### src/rtl/alu_arbiter.sv
// alu_arbiter: shares one external ALU between two requesters.
// Each operation runs IDLE -> EXEC -> DONE. The grant pulse is in EXEC and
// the result-valid pulse is in DONE.
// Optional feature: define ALU_ARB_RR_EN for round-robin tie breaking.
// Without it, requester 0 always wins a tie.
module alu_arbiter (
  input  logic        clk,
  input  logic        rst,
  input  logic        req0,
  input  logic        req1,
  input  logic [15:0] a0,
  input  logic [15:0] b0,
  input  logic [15:0] a1,
  input  logic [15:0] b1,
  input  logic [2:0]  cmd0,
  input  logic [2:0]  cmd1,
  output logic        gnt0,
  output logic        gnt1,
  output logic [15:0] alu_a,
  output logic [15:0] alu_b,
  output logic [2:0]  alu_cmd,
  input  logic [15:0] alu_r,
  output logic [15:0] r_out,
  output logic        r_valid0,
  output logic        r_valid1
);

  // Idle command code, matching ALU_NC in mips_16_defs.v
  localparam logic [2:0] ALU_NC = 3'd0;

  typedef enum logic [1:0] {IDLE, EXEC, DONE} state_t;

  state_t      state, state_nxt;
  logic        take;
  logic        win;
  logic        owner;
  logic [15:0] op_a, op_b;
  logic [2:0]  op_cmd;

`ifdef ALU_ARB_RR_EN
  logic ptr;

  // Round-robin pointer: after each grant, it favours whichever requester did not win
  always_ff @(posedge clk) begin
    if (rst)       ptr <= 1'b0;
    else if (take) ptr <= ~win;
  end

  // Pick the winner: a lone requester wins, and the pointer settles a tie
  always_comb begin
    win = 1'b0;
    if (req0 && req1) win = ptr;
    else if (req1)    win = 1'b1;
  end
`else
  // Pick the winner: requester 0 has fixed priority, so requester 1 wins only when alone
  always_comb begin
    win = 1'b0;
    if (req1 && !req0) win = 1'b1;
  end
`endif

  // Next-state logic; requests are looked at only while idle
  always_comb begin
    state_nxt = state;
    take      = 1'b0;
    case (state)
      IDLE: begin
        if (req0 || req1) begin
          state_nxt = EXEC;
          take      = 1'b1;
        end
      end
      EXEC:    state_nxt = DONE;
      DONE:    state_nxt = IDLE;
      default: state_nxt = IDLE;
    endcase
  end

  // State register
  always_ff @(posedge clk) begin
    if (rst) state <= IDLE;
    else     state <= state_nxt;
  end

  // Capture the winner's operands and identity when an operation starts
  always_ff @(posedge clk) begin
    if (rst) begin
      owner  <= 1'b0;
      op_a   <= 16'h0000;
      op_b   <= 16'h0000;
      op_cmd <= ALU_NC;
    end else if (take) begin
      owner  <= win;
      op_a   <= win ? a1 : a0;
      op_b   <= win ? b1 : b0;
      op_cmd <= win ? cmd1 : cmd0;
    end
  end

  // Registered grant and valid pulses, plus a result that is held until the next EXEC ends
  always_ff @(posedge clk) begin
    if (rst) begin
      gnt0     <= 1'b0;
      gnt1     <= 1'b0;
      r_valid0 <= 1'b0;
      r_valid1 <= 1'b0;
      r_out    <= 16'h0000;
    end else begin
      gnt0     <= take && !win;
      gnt1     <= take && win;
      r_valid0 <= (state == EXEC) && !owner;
      r_valid1 <= (state == EXEC) && owner;
      if (state == EXEC) r_out <= alu_r;
    end
  end

  // Drive the shared ALU only in EXEC; at all other times it sees zeros and the no-op command
  always_comb begin
    alu_a   = 16'h0000;
    alu_b   = 16'h0000;
    alu_cmd = ALU_NC;
    if (state == EXEC) begin
      alu_a   = op_a;
      alu_b   = op_b;
      alu_cmd = op_cmd;
    end
  end

endmodule

### config.mk
export PLATFORM = sky130hd
export DESIGN_NAME = alu_arbiter
export DESIGN_NICKNAME = d
export VERILOG_FILES = /design/src/rtl/alu_arbiter.sv
export SDC_FILE = /design/constraint.sdc
export NUM_CORES = 1
export LEC_CHECK = 0
export CAP_MARGIN = 30
export CELL_PAD_IN_SITES_DETAIL_PLACEMENT = 1
export CELL_PAD_IN_SITES_GLOBAL_PLACEMENT = 2
export CORE_ASPECT_RATIO = 0.5
export CORE_MARGIN = 1.5
export CORE_UTILIZATION = 19
export CTS_CLUSTER_DIAMETER = 200
export DETAILED_ROUTE_END_ITERATION = 12
export PLACE_DENSITY_LB_ADDON = 0.1
export SLEW_MARGIN = 5
export SYNTH_ARGS = -nofsm -noshare
export SYNTH_HDL_FRONTEND = slang
export SYNTH_SLANG_ARGS = --single-unit
### constraint.sdc
create_clock -name clk -period 1.22 [get_ports clk]
set_clock_uncertainty 0.1 [all_clocks]
set_input_delay 0.244 -clock clk [delete_from_list [all_inputs] [get_ports clk]]
set_output_delay 0.244 -clock clk [all_outputs]
set_load 0.02 [all_outputs]
==> reports/results.ini <==
[final_layout]
final_cell_mix=clkdlybuf4s50_1, dfxtp_1, buf_6, buf_4
fin_cells=690
drive_gt1_frac=0.494
num_antenna_cells=0
final_common_cell=clkdlybuf4s50_1
nets=583
fillCellCount=1507
syn_to_final_growth_pct=118

[route]
first_pass_iters=4
vias_per_cell=4.20
final_antenna_net_count=0
drt_iter0_drc=85
drc_errors=0
post_drt_wl_per_cell_um=15.2
wl_mm=10.5
vias=2901

[clock_tree]
htree_levels=3
clk_pin_slew_ps=50
tritoncts=built
clock_latency_ps=320
clock-sinks=58
cts-root-buf=clkbuf_16
cts_buffer_depth=2
cts_inserted_buffers=9

[global_routing]
antenna_found_initial=0
grt_use_total=0.148
grt_start_max_net_pins=38
grt_pass1_vias=3206
grt.overflow.total=0
grt_pass1_wl_mm=16.6

[yosys]
synth_warnings=0
netlist_area_um2=2630
synthDistinctLibCells=23
synth_fp_nets=380
postSynthAreaPerCell_um2=9.08
postSynthCellCount=290
synth_seq_area_share=0.441
synth_seq_cells=58

[timing]
period_minus_slack_ps=1620
slew_headroom=0.774
grt_setup_unrepaired=true
fmax_ghz=0.619
fin_tns_setup_ps=-17300
setup-violations-final=88
hold_viol=0
worst_pin_slew_ps=337
period_share=1.32
drv_slew=0
fin_ws_ps=-396

[worst_setup_path]
critPathKind=register to primary output
cp.arrival_ps=1270
critPathSlowestCell=dfxtp_2
start_kind=register
critPathRequiredTime_ps=880
path_cells=nand2b_4, buf_12, nor2_4, buf_6
end_kind=primary output
slowest_delay_ps=310
critPathMaxFanout=15

[place]
place_hpwl_mm=7.14
gp_congestion=0.684
io_buffers=144
preCtsSetupSlack_ps=-518
place_inst=656

[die]
die-area_um2=14600
start_util=0.194
core_um2=13600
rows=30
io_pins=145
die_w_um=169
die_height_um=86.2

[pwr]
p_clk_frac=0.393
swShare=0.272
ir_drop_mv=0.646
p_comb_frac=0.312
power.total_mw=7.22
powerDensity_nw_per_um2=1260
p_int_mw=5.26
p_seq_frac=0.295
p_switching_mw=1.97
total_leakage_power_nw=2.26

[run]
drv_cap=0

[status]
violations=negative setup slack
status=complete, but fails checks

[worst_hold_path]
hold_path.class=input port to register

stage by stage:
step	instance area [µm²]	hold WS, ps	utilization
6_report	5750	299	0.424
4_1_cts	5730	276	0.423
3_3_place_gp	4950	326	0.365
5_1_grt	5750	304	0.424
2_1_floorplan	2960	280	-
3_5_place_dp	4950	352	0.365
cells by family (layout without fill, tap and decap cells):
| family | Yosys count | count (layout) | synth area share |
|---|---|---|---|
| AOI/OAI and AO/OA | 89 | 89 | 0.311 |
| buffers and inverters | 63 | 271 | 0.121 |
| and+or+nand+nor | 80 | 80 | 0.127 |
| DFF | 58 | 58 | 0.441 |
critical path: cells and delay by family, from the launching register on:
family                 cells  cell delay [ps]
flip-flops                 1              310
AND/OR/NAND/NOR            2              310
buffers and inverters      2              310
worst paths after layout:
kind	start	endpoint	slack (ps)	cells past startpoint
setup / recovery	state[1]$_SDFFE_PP0P_	alu_b[6]	-400	4
setup reg to reg	state[0]$_SDFFE_PP0P_	op_b[11]$_SDFFE_PP0P_	-230	6
hold / removal	rst	state[0]$_SDFFE_PP0P_	300	3
hold reg to reg	r_out[11]$_SDFFE_PP0N_	r_out[11]$_SDFFE_PP0N_	350	2
synthesized netlist by cell type (all sizes together):
master	n	area share
and2	1	0.0024
nand3	1	0.0019
dfxtp	58	0.44
nor2b	1	0.0024
nand2	32	0.046
a21oi	17	0.032
a221oi	35	0.19
inv	36	0.051
o21ai	2	0.0081
o22ai	35	0.083
nor3	3	0.0057
buf	24	0.065
or2	1	0.0024
nor2	39	0.062
nand2b	2	0.0048
clkbuf	3	0.0043
power by group through the flow:
stage / logic (mW) / registers (mW) / clock network, mW
after floorplan: 0.945 / 2.21 / 0
after global placement: 1.83 / 2.16 / 0
after detailed placement: 1.86 / 2.17 / 0
after CTS: 2.27 / 2.13 / 2.93
after global routing: 2.40 / 2.15 / 3.01
final: 2.25 / 2.13 / 2.84
layer usage:
layer,share of wire,GRT usage,up-vias
met3,0.041,0.0361,8
met4,0.0060,0.0290,0
met5,0,0,-
li1,-,-,1432
met2,0.52,0.276,68
met1,0.44,0.176,1393
flip-flops by register name (all words and copies together) (netlist names):
register  flops
gnt0          1
gnt1          1
op_a         16
op_b         16
op_cmd        3
owner         1
r_out        16
r_valid0      1
r_valid1      1
state         2
repair_timing:
action / 4_1_cts / 5_1_grt
gates resized for setup: 348 / 17
pin swaps: 43 / 26
cloned: 9 / 1
setup buffers: 8 / 6
hold buffers: 0 / 0
endpoints found under the setup margin: 107 / 91
layout make-up:
type,instances,area [µm²],share of cell area
Clock buffer,10,229,0.0398
Inverter,36,138,0.0239
Timing Repair Buffer,219,2290,0.399
Multi-Input combinational cell,169,1580,0.275
Sequential cell,58,1160,0.202
Tap cell,192,240,0.0418
Clock inverter,6,105,0.0183
(Power assumes the default switching activity.)
